==> src/rtl/uart_io.sv <==
// Memory-mapped 8N1 UART: DATA/STATUS/DIV registers, TX serializer, RX deserializer.
// Define UART_RX_FIFO_EN to buffer received bytes in a 4-entry FIFO instead of one holding register.
`timescale 1ns/1ps
module uart_io #(
  parameter logic [7:0] BASE_ADDR = 8'h10
) (
  input  logic       clk,
  input  logic       rst_n,
  input  logic [7:0] din,
  input  logic [7:0] address,
  input  logic       w_en,
  input  logic       r_en,
  output logic [7:0] dout,
  input  logic       rx,
  output logic       tx,
  output logic       rx_irq
);

  typedef enum logic [1:0] {RX_IDLE, RX_START, RX_DATA, RX_STOP} rx_state_t;

  logic [7:0]  w_off;
  logic        w_hit;
  logic        w_wr_data, w_rd_data, w_rd_stat;
  logic [15:0] r_div;

  logic        r_tx_busy;
  logic [7:0]  r_tx_sh;
  logic [3:0]  r_tx_bit;
  logic [15:0] r_tx_cnt, r_tx_div;

  logic        r_rx_s1, r_rx_s2;
  rx_state_t   r_rx_state;
  logic [15:0] r_rx_cnt, r_rx_div;
  logic [15:0] w_half;
  logic        w_half_hit;
  logic [7:0]  r_rx_sh;
  logic [2:0]  r_rx_bit;
  logic        r_rx_done, r_rx_ferr;

  logic        r_ovr, r_ferr;
  logic        w_rx_valid, w_full, w_pop, w_store, w_drop;
  logic [7:0]  w_rd_byte;

  // Offset arithmetic handles any BASE_ADDR, including windows that wrap past 8'hFF.
  assign w_off     = address - BASE_ADDR;
  assign w_hit     = (w_off[7:2] == 6'd0);
  assign w_wr_data = w_en & w_hit & (w_off[1:0] == 2'd0);
  assign w_rd_data = r_en & w_hit & (w_off[1:0] == 2'd0);
  assign w_rd_stat = r_en & w_hit & (w_off[1:0] == 2'd1);

  assign w_pop   = w_rd_data & w_rx_valid;
  assign w_store = r_rx_done & (~w_full | w_pop);
  assign w_drop  = r_rx_done & w_full & ~w_pop;
  assign rx_irq  = w_rx_valid;

  always_ff @(posedge clk or negedge rst_n) begin
    if (!rst_n) begin
      r_div <= 16'd103;
      dout  <= 8'h00;
    end else begin
      if (w_en && w_hit && w_off[1:0] == 2'd2) r_div[7:0]  <= din;
      if (w_en && w_hit && w_off[1:0] == 2'd3) r_div[15:8] <= din;
      if (r_en && w_hit) begin
        case (w_off[1:0])
          2'd0:    dout <= w_rx_valid ? w_rd_byte : 8'h00;
          2'd1:    dout <= {4'h0, r_ferr, r_ovr, w_rx_valid, r_tx_busy};
          2'd2:    dout <= r_div[7:0];
          default: dout <= r_div[15:8];
        endcase
      end
    end
  end

  // Error flags: a STATUS read clears them, but a new event in the same cycle wins.
  always_ff @(posedge clk or negedge rst_n) begin
    if (!rst_n) begin
      r_ovr  <= 1'b0;
      r_ferr <= 1'b0;
    end else begin
      if (w_rd_stat) begin
        r_ovr  <= 1'b0;
        r_ferr <= 1'b0;
      end
      if (w_drop)    r_ovr  <= 1'b1;
      if (r_rx_ferr) r_ferr <= 1'b1;
    end
  end

  always_ff @(posedge clk or negedge rst_n) begin
    if (!rst_n) begin
      tx        <= 1'b1;
      r_tx_busy <= 1'b0;
      r_tx_sh   <= 8'h00;
      r_tx_bit  <= 4'd0;
      r_tx_cnt  <= 16'd0;
      r_tx_div  <= 16'd0;
    end else if (!r_tx_busy) begin
      if (w_wr_data) begin
        tx        <= 1'b0;
        r_tx_busy <= 1'b1;
        r_tx_sh   <= din;
        r_tx_bit  <= 4'd0;
        r_tx_cnt  <= 16'd0;
        r_tx_div  <= r_div;
      end
    end else if (r_tx_cnt == r_tx_div) begin
      r_tx_cnt <= 16'd0;
      r_tx_bit <= r_tx_bit + 4'd1;
      if (r_tx_bit == 4'd9) begin
        r_tx_busy <= 1'b0;
      end else if (r_tx_bit == 4'd8) begin
        tx <= 1'b1;
      end else begin
        tx      <= r_tx_sh[0];
        r_tx_sh <= {1'b0, r_tx_sh[7:1]};
      end
    end else begin
      r_tx_cnt <= r_tx_cnt + 16'd1;
    end
  end

  always_ff @(posedge clk or negedge rst_n) begin
    if (!rst_n) begin
      r_rx_s1 <= 1'b1;
      r_rx_s2 <= 1'b1;
    end else begin
      r_rx_s1 <= rx;
      r_rx_s2 <= r_rx_s1;
    end
  end

  assign w_half     = 16'(({1'b0, r_rx_div} + 17'd1) >> 1);
  assign w_half_hit = ({1'b0, r_rx_cnt} + 17'd1) >= {1'b0, w_half};

  // Completed bytes and framing errors leave as one-cycle registered pulses.
  always_ff @(posedge clk or negedge rst_n) begin
    if (!rst_n) begin
      r_rx_state <= RX_IDLE;
      r_rx_cnt   <= 16'd0;
      r_rx_div   <= 16'd0;
      r_rx_sh    <= 8'h00;
      r_rx_bit   <= 3'd0;
      r_rx_done  <= 1'b0;
      r_rx_ferr  <= 1'b0;
    end else begin
      r_rx_done <= 1'b0;
      r_rx_ferr <= 1'b0;
      case (r_rx_state)
        RX_IDLE: begin
          if (!r_rx_s2) begin
            r_rx_state <= RX_START;
            r_rx_cnt   <= 16'd0;
            r_rx_div   <= r_div;
          end
        end
        RX_START: begin
          if (w_half_hit) begin
            r_rx_cnt   <= 16'd0;
            r_rx_bit   <= 3'd0;
            r_rx_state <= r_rx_s2 ? RX_IDLE : RX_DATA;
          end else begin
            r_rx_cnt <= r_rx_cnt + 16'd1;
          end
        end
        RX_DATA: begin
          if (r_rx_cnt == r_rx_div) begin
            r_rx_cnt <= 16'd0;
            r_rx_sh  <= {r_rx_s2, r_rx_sh[7:1]};
            r_rx_bit <= r_rx_bit + 3'd1;
            if (r_rx_bit == 3'd7) r_rx_state <= RX_STOP;
          end else begin
            r_rx_cnt <= r_rx_cnt + 16'd1;
          end
        end
        RX_STOP: begin
          if (r_rx_cnt == r_rx_div) begin
            r_rx_cnt   <= 16'd0;
            r_rx_state <= RX_IDLE;
            if (r_rx_s2) r_rx_done <= 1'b1;
            else         r_rx_ferr <= 1'b1;
          end else begin
            r_rx_cnt <= r_rx_cnt + 16'd1;
          end
        end
        default: r_rx_state <= RX_IDLE;
      endcase
    end
  end

`ifdef UART_RX_FIFO_EN
  logic [7:0] r_fifo [4];
  logic [1:0] r_wp, r_rp;
  logic [2:0] r_cnt;

  assign w_rx_valid = (r_cnt != 3'd0);
  assign w_full     = (r_cnt == 3'd4);
  assign w_rd_byte  = r_fifo[r_rp];

  always_ff @(posedge clk or negedge rst_n) begin
    if (!rst_n) begin
      r_wp  <= 2'd0;
      r_rp  <= 2'd0;
      r_cnt <= 3'd0;
    end else begin
      if (w_store) r_wp <= r_wp + 2'd1;
      if (w_pop)   r_rp <= r_rp + 2'd1;
      case ({w_store, w_pop})
        2'b10:   r_cnt <= r_cnt + 3'd1;
        2'b01:   r_cnt <= r_cnt - 3'd1;
        default: r_cnt <= r_cnt;
      endcase
    end
  end

  always_ff @(posedge clk) begin
    if (w_store) r_fifo[r_wp] <= r_rx_sh;
  end
`else
  logic [7:0] r_hold;
  logic       r_valid;

  assign w_rx_valid = r_valid;
  assign w_full     = r_valid;
  assign w_rd_byte  = r_hold;

  always_ff @(posedge clk or negedge rst_n) begin
    if (!rst_n)       r_valid <= 1'b0;
    else if (w_store) r_valid <= 1'b1;
    else if (w_pop)   r_valid <= 1'b0;
  end

  always_ff @(posedge clk) begin
    if (w_store) r_hold <= r_rx_sh;
  end
`endif

endmodule

==> config.mk <==
export PLATFORM = sky130hd
export DESIGN_NAME = uart_io
export DESIGN_NICKNAME = d
export VERILOG_FILES = /design/src/rtl/uart_io.sv
export SDC_FILE = /design/constraint.sdc
export NUM_CORES = 1
export LEC_CHECK = 0
export CORE_ASPECT_RATIO = 0.7
export CORE_UTILIZATION = 30
export CTS_BUF_LIST = sky130_fd_sc_hd__clkbuf_4
export DETAILED_ROUTE_END_ITERATION = 12
export PLACE_DENSITY_LB_ADDON = 0.08
export SLEW_MARGIN = 0
export SYNTH_ARGS = -nofsm -noshare
export SYNTH_HDL_FRONTEND = slang
export SYNTH_SLANG_ARGS = --single-unit
==> constraint.sdc <==
create_clock -name clk -period 9.4 [get_ports clk]
set_clock_uncertainty 0.2 [all_clocks]
set_input_delay 1.88 -clock clk [delete_from_list [all_inputs] [get_ports clk]]
set_output_delay 1.88 -clock clk [all_outputs]
set_load 0.01 [all_outputs]
After elaboration in Yosys (flattened, before gate mapping)
Cells that the tools add are included.

Bits in registers: 130. Input bits: 21. Word-level logic and storage cells: 131.

Add/sub/neg operators: 7. Magnitude comparators: 1. Equality and inequality tests: 19. Muxes and demuxes: 47. Bitwise gates (word level): 14. Reductions and logical operators: 21.

Operator list (count): $mux 16 (6); $mux 8 (6); $pmux 16 s3 (1); $add 16x1->17 const B (2); $add 16x1->16 const B (2); $eq 16x16->1 (2); $pmux 8 s3 (1); $mux 1 (20); $ge 17x16->1 (1); $ne 2x2->1 const B (7); $mux 2 (6); $mux 4 (3); $reduce_bool 2->1 (5); $and 1x1->1 (9); $eq 2x2->1 const B (4); $eq 4x4->1 const B (2); $pmux 2 s4 (1); $reduce_and 2->1 (4); $sub 8x5->8 const B (1); $logic_not 6->1 (1); $mux 3 (2); $pmux 3 s2 (1); $reduce_and 3->1 (2); $reduce_and 5->1 (1); 11 further kinds (19).

Depth between registers and ports, before layout
Gate-level depths: netlist (run 1).

Word-level depth: 8. Depth in mapped cells: 14. Gate-level depth less buffers: 13.

Worst setup path before layout (run 1)
No wires, ideal clock.

Path kind: input-to-reg. From: in address[3]. To: reg r_hold[0] (enable). Arrival time: 3.158 ns. Data required time: 8.827 ns. Slack: 5.669 ns. Stages on the path: 4. Path buffers: 0. Cells stage by stage: nor4b_1 -> nand3_1 -> o31a_1 -> nor2b_1.

Longest elaborated chain between the ends: 7.

RTL lines: start, declared (line 10) `input logic [7:0] address,`; $sub 8x5->8 (line 45) `assign w_off = address - BASE_ADDR;`; $logic_not 6->1 (line 46) `assign w_hit = (w_off[7:2] == 6'd0);`; $and 1x1->1 (2 in a row) (line 48) `assign w_rd_data = r_en & w_hit & (w_off[1:0] == 2'd0);`; $and 1x1->1 (line 51) `assign w_pop = w_rd_data & w_rx_valid;`; $or 1x1->1 (line 52) `assign w_store = r_rx_done & (~w_full | w_pop);`; $and 1x1->1 (line 52); net w_store (line 41) `logic w_rx_valid, w_full, w_pop, w_store, w_drop;`; end signal, assigned (line 233) `if (w_store) r_hold <= r_rx_sh;`; end, declared (line 219) `logic [7:0] r_hold;`.

The timed path passes the listed nets, and every way through them passes these cells. A chain may end at the register's enable or synchronous reset.

Final worst setup path (run 1)
From: in address[3]. To: reg r_hold[6] (enable).

Same word-level chain as after synthesis.

==> flow_summary.yaml, run 1 <==
global_routing:
  overflow: 0
  first_global_vias: 5026
  grt.total_usage_pct: 15.9
  grt_pass1_wl_um: 28400
  grt_max_degree: 80
  antenna_found_initial: 1
cells_and_area:
  area_delta_synth_final_pct: 13.2
  final_core_util_pct: 35.3
  drive_above_1_share_pct: 15.9
  final_cell_mix: "114 x dfrtp_1, 91 x nand2_1, 46 x mux2_2"
  finalNetCount: 728
  final_common_cell: "dfrtp_1"
setup_path:
  r2r.worst_path.cells: 14
  cp_data_arrival_time_ps: 4250
  rr_startpoint: "r_rx_cnt[0]$_DFFE_PN0P_"
  rr_endpoint: "r_rx_state[0]$_DFFE_PN0P_"
  worst_setup_path_end_kind: "flop"
  required_ps: 9370
  critPathCapture: "r_hold[6]$_DFFE_PP_"
  worstPathMaxFanout: 18
  startpoint: "address[3]"
  path_class: "input port to flop"
  setup.worst_path.start_class: "input port"
  reg2reg_slack_ps: 5270
cts:
  post_cts_buffers: 0
  tritoncts: "built"
  htree_levels: 4
  clock_path_buffers: 2
  cts.clk_slew.worst_paths_ps: 130
  hold_buffers: 0
  cts.sinks: 130
  cts_root_buf: "clkbuf_4"
  cts_resized: 0
  cts_buffers: 17
  clk_latency_ps: 550
outcome:
  outcome: "finished, final reports clean"
drt:
  ant_nets: 0
  drtPass1Iterations: 4
  drt_iter0_markers: 355
  routedWlPerCell_um: 17.1
  num_vias: 4863
  route.detailed.drc: 0
  finalWirelength_um: 17100
  viasPerCell: 4.85
die:
  dieHeight_um: 128
  start_util_pct: 31.1
  coreArea_um2: 22000
  fp.dieW_um: 183
  dieArea_um2: 23500
  rows: 45
  io_pins: 31
power_and_ir_drop:
  p_per_area_nw_per_um2: 204
  ir_drop_v: 0.0000994
  p_leak_nw: 3.47
timing:
  rsz0062_at_grt: "false"
  relSlewSlack_pct: 20.1
  slew_violations: 0
  tightest_slew_ps: 1190
  hold_viol: 0
  holdWs_ps: 165
  setup_viol: 0
  tns_ps: 0
  post-route-period-util_pct: 45.5
  min_period_ps: 4270
  max_freq_mhz: 234
logic_synthesis:
  async_flop_share_pct: 93.8
  synth_top_area_share_pct: 41.6
  synthTopCellsByArea: "dfrtp_1 42%, mux2_2 7.6%, xnor2_1 5.8%, nand2_1 5.0%, ha_1 4.4%"
  synth_largest_area_cell: "dfrtp_1"
  syn_area_per_cell_um2: 10.4
  ys_seq_area_share_pct: 48.2
  syn_inst: 659
  ys_warn_count: 0
  postSynthNetCount: 704
  ys_seq_elements: 130
  synth-edff-count: 8
  ys_types: 59
  ys.flop_type: "dfrtp_1"
  syn-cell-area_um2: 6850
hold_path:
  worst_hold_path_type: "flop to flop"
place:
  gp_congestion: 0.806
  dpl.hpwl_um: 12100
  io_buffers: 30
run:
  cap_violations: 0
-- power by group --
group	switching [mW]	leakage, nW	internal (mW)	total, mW
Combinational	0.227	1.64	0.197	0.424
Sequential	0.109	1.67	0.651	0.760
Clock	0.233	0.153	0.164	0.397
Total	0.570	3.47	1.01	1.58
-- flip-flops by register name (all words and copies together), names as in the netlist, 3 cells and up, named ones only --
signal / count
dout: 8
r_div: 16
r_hold: 8
r_rx_bit: 3
r_rx_cnt: 16
r_rx_div: 16
r_rx_sh: 8
r_tx_bit: 4
r_tx_cnt: 16
r_tx_div: 16
r_tx_sh: 8
-- logic make-up (layout without fill, tap and decap cells) --
family | Yosys count | in the layout | share of synthesized area, %
simple gates | 227 | 227 | 16.1
flops | 130 | 130 | 48.2
compound gates | 116 | 116 | 11.2
xor+xnor | 59 | 59 | 7.54
mux | 59 | 59 | 9.97
buf+inv | 44 | 81 | 2.59
fa+ha+maj | 24 | 24 | 4.38
other cells | 0 | 2 | 0
-- worst max-delay path, cell delays in order --
cell and delay (ps):
clkdlybuf4s50_1 400, nor4b_1 400, nand3_1 560, o31a_1 460, nor2b_1 540
-- cells in the mapped netlist, types with 12 or more instances --
library cell and n:
a21o_1 12, a21oi_1 16, clkbuf_1 20, dfrtp_1 114, ha_1 24, inv_1 12, mux2_2 46, nand2_1 91
nand2b_1 12, nand3_1 23, nand4_1 16, nor2_1 36, o21ai_0 38, xnor2_1 45, xor2_1 14
-- area by class of cell --
type | instances | area (um^2)
antenna | 2 | 5.00
multi-input combinational | 485 | 3390
inverter | 13 | 48.8
fill | 2262 | 14300
sequential | 130 | 3300
timing repair buffer | 36 | 343
clock inverter | 14 | 155
clock buffer | 18 | 135
tap | 305 | 382
-- metrics by stage --
stage / cells / instance area, um^2 / total power, mW / setup WS (ps)
floorplan: 659 / 6850 / 1.05 / 5670
global placement: 969 / 7470 / 1.19 / 4670
detailed placement: 969 / 7470 / 1.20 / 4570
CTS: 1001 / 7760 / 1.61 / 5180
global route: 1003 / 7760 / 1.70 / 4860
finish: 1003 / 7760 / 1.58 / 5130
-- how the worst min path moves through the flow --
stage | startpoint | endpoint | depth (start not counted)
global route | r_rx_s1$_DFF_PN1_ | r_rx_s2$_DFF_PN1_ | 0
global placement | r_rx_s1$_DFF_PN1_ | r_rx_s2$_DFF_PN1_ | 0
detailed placement | r_rx_s1$_DFF_PN1_ | r_rx_s2$_DFF_PN1_ | 0
finish | r_rx_s1$_DFF_PN1_ | r_rx_s2$_DFF_PN1_ | 0
floorplan | r_rx_s1$_DFF_PN1_ | r_rx_s2$_DFF_PN1_ | 0
CTS | r_rx_s1$_DFF_PN1_ | r_rx_s2$_DFF_PN1_ | 0
-- per-layer routing --
metal	share of wire, %	up-vias	track usage, %
met3	3.4	15	3.11
met1	54	2389	23.9
li1	-	2383	-
met2	41	76	22.9
met5	0	-	0
met4	1.2	0	4.45
No activity file was read; power rests on OpenSTA's default activity.
==> run 2: changes to the inputs <==
==> constraint.sdc (replaced) <==
create_clock -name clk -period 4.1 [get_ports clk]
set_clock_uncertainty 0.2 [all_clocks]
set_input_delay 0.82 -clock clk [delete_from_list [all_inputs] [get_ports clk]]
set_output_delay 0.82 -clock clk [all_outputs]
set_load 0.01 [all_outputs]
==> run 2 against run 1 <==
Against the previous run: die area stayed put; register-to-register slack got worse by 5000 ps; count of clock-buffer cells in the layout is 1 lower; worst hold slack worse by 49 ps; sequential cell count unchanged; global-route usage fell by 0.22 points; non-clock buffer count grew 4; critical path depth up 8; power up 130%; sequential share of layout area is essentially flat; core utilization hardly changed; largest power group unchanged.
==> flow_summary.yaml, run 2 (synthesized netlist as in run 1, its figures left out) <==
die:
  io_pins: 31
  fp.dieW_um: 183
  coreArea_um2: 22000
  rows: 45
  dieArea_um2: 23500
  dieHeight_um: 128
  start_util_pct: 31.1
timing:
  max_freq_mhz: 259
  rsz0062_at_grt: "false"
  tightest_slew_ps: 1210
  relSlewSlack_pct: 19.2
  holdWs_ps: 116
  setup_slack_ps: 239
  min_period_ps: 3860
  slew_violations: 0
  setup_viol: 0
  hold_viol: 0
  post-route-period-util_pct: 94.2
  tns_ps: 0
cts:
  cts_root_buf: "clkbuf_4"
  cts_buffers: 17
  post_cts_buffers: 0
  htree_levels: 4
  clock_path_buffers: 2
  cts.sinks: 130
  clk_latency_ps: 520
  tritoncts: "built"
  cts.clk_slew.worst_paths_ps: 120
global_routing:
  overflow: 0
  grt_max_degree: 73
  antenna_found_initial: 1
  first_global_vias: 5006
  grt.total_usage_pct: 15.7
  grt_pass1_wl_um: 28000
cells_and_area:
  final_common_cell: "dfrtp_1"
  final_core_util_pct: 35.3
  drive_above_1_share_pct: 16.1
  fin_area_um2: 7770
  finalNonFillerCells: 1006
  finalNetCount: 732
  final_cell_mix: "114 x dfrtp_1, 91 x nand2_1, 46 x mux2_2"
  area_delta_synth_final_pct: 13.3
  fillers: 2232
run:
  cap_violations: 0
setup_path:
  reg2reg_slack_ps: 240
  setup.worst_path.start_class: "flop"
  worstPathMaxFanout: 13
  path_class: "flop to flop"
  required_ps: 4330
  rr_endpoint: "r_rx_state[0]$_DFFE_PN0P_"
  rr_startpoint: "r_rx_cnt[0]$_DFFE_PN0P_"
  worst_setup_path_end_kind: "flop"
  startpoint: "r_rx_cnt[0]$_DFFE_PN0P_"
  critPathCapture: "r_rx_state[0]$_DFFE_PN0P_"
  r2r.worst_path.cells: 13
  cp_data_arrival_time_ps: 4090
drt:
  drtPass1Iterations: 4
  route.detailed.drc: 0
  routedWlPerCell_um: 17.0
  drt_iter0_markers: 309
  num_vias: 4913
  viasPerCell: 4.88
  finalWirelength_um: 17100
  ant_nets: 0
power_and_ir_drop:
  p_leak_nw: 3.48
  p_total_mw: 3.56
  ir_drop_v: 0.000211
  p_per_area_nw_per_um2: 458
place:
  placed_area_um2: 7510
  gp_congestion: 0.831
  dp_slack_ps: 238
  dp_cells: 973
  dpl.hpwl_um: 12400
  io_buffers: 30
hold_path:
  worst_hold_path_type: "input port to asynchronous set/reset pin"
outcome:
  outcome: "finished, final reports clean"
-- run 2: worst min-delay path by stage --
stage | startpoint | to | slack, ps | cells after the start
global route | rst_n | r_tx_bit[3]$_DFFE_PN0P_ | 90 | 1
global placement | r_rx_s1$_DFF_PN1_ | r_rx_s2$_DFF_PN1_ | 150 | 0
CTS | rst_n | r_tx_bit[3]$_DFFE_PN0P_ | 90 | 1
floorplan | r_rx_s1$_DFF_PN1_ | r_rx_s2$_DFF_PN1_ | 150 | 0
detailed placement | r_rx_s1$_DFF_PN1_ | r_rx_s2$_DFF_PN1_ | 150 | 0
finish | rst_n | r_tx_bit[3]$_DFFE_PN0P_ | 120 | 1
-- run 2: critical path: stages (launching register included) --
cell and delay [ps]:
dfrtp_1 490, ha_1 230, nand3_1 150, nor2_1 340
and3_1 240, nand2b_1 130, nand2_1 60, ha_1 310
nand4_1 170, nor3_1 80, a2111oi_1 490, o211ai_1 200
nand2_2 290, mux2_2 370
-- run 2: cell type report --
cell class / count / area (um^2) / area share, %
diodes: 1 / 2.50 / 0.0322
clock buffers: 17 / 128 / 1.64
clock inverters: 15 / 128 / 1.64
inverters: 13 / 48.8 / 0.628
multi-input cells: 485 / 3390 / 43.7
flip-flops and latches: 130 / 3300 / 42.5
well taps: 305 / 382 / 4.91
repair buffers: 40 / 385 / 4.96
-- run 2: timing repair --
item | 4_1_cts | 5_1_grt
gates resized for setup | 0 | 1
hold buffers | 0 | 0
setup endpoints to repair | 0 | 1
-- run 2: routing by layer --
layer | GRT usage [%] | vias to the layer above | part of all wire, %
met4 | 3.41 | 0 | 0.98
met3 | 3.79 | 12 | 2.9
met1 | 23.1 | 2430 | 54
met5 | 0 | - | 0
met2 | 23.1 | 71 | 42
li1 | - | 2400 | -
-- run 2: where the power goes --
part           internal [mW]  leakage, nW  switching, mW  total, mW
Clock                  0.304        0.135          0.522      0.826
Sequential              1.49         1.67          0.234       1.73
Combinational          0.460         1.67          0.548       1.01
==> run 3: changes to the inputs <==
--- a/config.mk
+++ b/config.mk
@@ -5,7 +5,6 @@
 export SDC_FILE = /design/constraint.sdc
 export NUM_CORES = 1
 export LEC_CHECK = 0
-export CORE_ASPECT_RATIO = 0.7
 export CORE_UTILIZATION = 30
 export CTS_BUF_LIST = sky130_fd_sc_hd__clkbuf_4
 export DETAILED_ROUTE_END_ITERATION = 12
==> constraint.sdc (replaced) <==
create_clock -name clk -period 3.4 [get_ports clk]
set_clock_uncertainty 0.2 [all_clocks]
set_input_delay 0.68 -clock clk [delete_from_list [all_inputs] [get_ports clk]]
set_output_delay 0.68 -clock clk [all_outputs]
set_load 0.01 [all_outputs]
==> run 3 against run 2 <==
Against the previous run: count of clock-buffer cells in the layout is 1 higher; register-to-register slack worse by 140 ps; critical path depth increased by 1; final cell count rose by 1.8%; power up 28%; worst hold slack lost 87 ps; design area grew 5.1%; combinational power rose by 40%; via count is 2.3% higher; die area is essentially flat; wire length up 1.6%; highest routed layer unchanged.
==> flow_summary.yaml, run 3 (synthesized netlist as in run 1, its figures left out) <==
setup_path:
  required_ps: 3620
  worstPathMaxFanout: 10
  rr_startpoint: "r_rx_cnt[0]$_DFFE_PN0P_"
  path_cells: "ha_4, nand3_1, nor2_2, buf_4, buf_4, nand4_1, xnor2_1, ha_1, nand3_1, or2_2, o211ai_1, nand2_2, buf_12, a221o_1"
  cpMaxStageDelayCell: "dfrtp_1"
  startpoint: "r_rx_cnt[0]$_DFFE_PN0P_"
  path_class: "flop to flop"
  setup.worst_path.start_class: "flop"
  slowest_delay_ps: 420
  cp_data_arrival_time_ps: 3530
  worst_setup_path_end_kind: "flop"
cells_and_area:
  finalNetCount: 774
  final_core_util_pct: 36.9
  area_delta_synth_final_pct: 19.1
  drive_above_1_share_pct: 23.0
  final_common_cell: "dfrtp_1"
  final_cell_mix: "114 x dfrtp_1, 90 x nand2_1, 51 x buf_4"
place:
  dp_slack_ps: 50.2
  dpl.hpwl_um: 12200
  gp_congestion: 0.845
  io_buffers: 30
drt:
  viasPerCell: 4.91
  finalWirelength_um: 17300
  routedWlPerCell_um: 16.9
  drt_iter0_markers: 260
  ant_nets: 0
  drtPass1Iterations: 4
  route.detailed.drc: 0
  num_vias: 5025
timing:
  setup_viol: 0
  max_freq_mhz: 303
  hold_viol: 0
  tightest_slew_ps: 678
  min_period_ps: 3310
  post-route-period-util_pct: 97.2
  setup_slack_ps: 94.8
  tns_ps: 0
  relSlewSlack_pct: 54.8
  holdWs_ps: 28.7
  slew_violations: 0
die:
  start_util_pct: 31.0
  fp.dieW_um: 153
  dieHeight_um: 153
  rows: 54
  dieArea_um2: 23500
  coreArea_um2: 22100
  io_pins: 31
power_and_ir_drop:
  ir_drop_v: 0.000217
  p_total_mw: 4.58
  p_per_area_nw_per_um2: 560
  p_leak_nw: 3.72
global_routing:
  grt_max_degree: 123
  overflow: 0
  first_global_vias: 5248
  grt.total_usage_pct: 15.7
  grt_pass1_wl_um: 28500
  antenna_found_initial: 1
hold_path:
  worst_hold_path_type: "input port to asynchronous set/reset pin"
run:
  cap_violations: 0
cts:
  hold_buffers: 0
  clk_latency_ps: 530
  clock_path_buffers: 2
  cts_root_buf: "clkbuf_4"
  cts.sinks: 130
  cts_buffers: 17
  tritoncts: "built"
  cts.clk_slew.worst_paths_ps: 140
  htree_levels: 4
outcome:
  outcome: "finished, final reports clean"
[run 3: changes by cell type in the layout (fill, tap and decap cells not counted), sizes merged]
cell	change
buf	+42
bufinv	+1
clkbuf	+1
clkinv	-1
diode	+1
inv	-1
[run 3: path summary, 6_finish.rpt]
| path | to | slack, ps | depth (start not counted) |
|---|---|---|---|
| worst max-delay path | r_rx_cnt[2]$_DFFE_PN0P_ | 90 | 14 |
| worst min-delay path | r_tx_sh[1]$_DFFE_PN0P_ | 30 | 2 |
| worst max register to register | r_rx_cnt[2]$_DFFE_PN0P_ | 90 | 14 |
| worst min register to register | r_rx_s2$_DFF_PN1_ | 150 | 0 |
| max in group asynchronous | r_rx_cnt[10]$_DFFE_PN0P_ | 2450 | 2 |
| min in group clk | r_rx_s2$_DFF_PN1_ | 150 | 0 |
[run 3: what timing repair did]
action	CTS	global route
setup buffers	0	7
resized for setup	0	18
setup endpoints to repair	0	21
[run 3: area by class of cell]
class / instances / area, um^2
repair buffers: 82 / 713
fillers: 2195 / 13900
clock buffers: 18 / 135
flip-flops and latches: 130 / 3300
clock inverters: 14 / 155
diodes: 2 / 5.00
inverters: 13 / 48.8
well taps: 280 / 350
multi-input cells: 485 / 3450
[run 3: report_power, final]
part,leakage [nW],internal [mW],switching [mW]
clock network,0.150,0.456,0.645
logic,1.89,0.719,0.695
registers,1.67,1.80,0.261
[run 3: critical path, delay by kind of cell, from the launching register on]
kind                     cells  cell delay, ps
AND/OR/NAND/NOR              6             910
AO/OA/AOI/OAI                2             580
adder cells (fa/ha/maj)      2             500
flip-flops                   1             420
buffers and inverters        3             390
XOR/XNOR                     1             190
[run 3: layer usage]
layer / vias to the layer above / global-route usage (%) / part of all wire, %
met5: - / 0 / 0
met4: 0 / 5.24 / 1.8
met3: 20 / 3.23 / 3.1
met2: 78 / 25.2 / 46
met1: 2449 / 21.1 / 49
li1: 2478 / - / -
[run 3: per-stage QoR]
| stage | instances | cell area, um^2 |
|---|---|---|
| 5_1_grt | 1024 | 8160 |
| 4_1_cts | 1015 | 8030 |
| 3_3_place_gp | 983 | 7740 |
| 2_1_floorplan | 659 | 6850 |
| 3_5_place_dp | 983 | 7740 |
| 6_report | 1024 | 8160 |
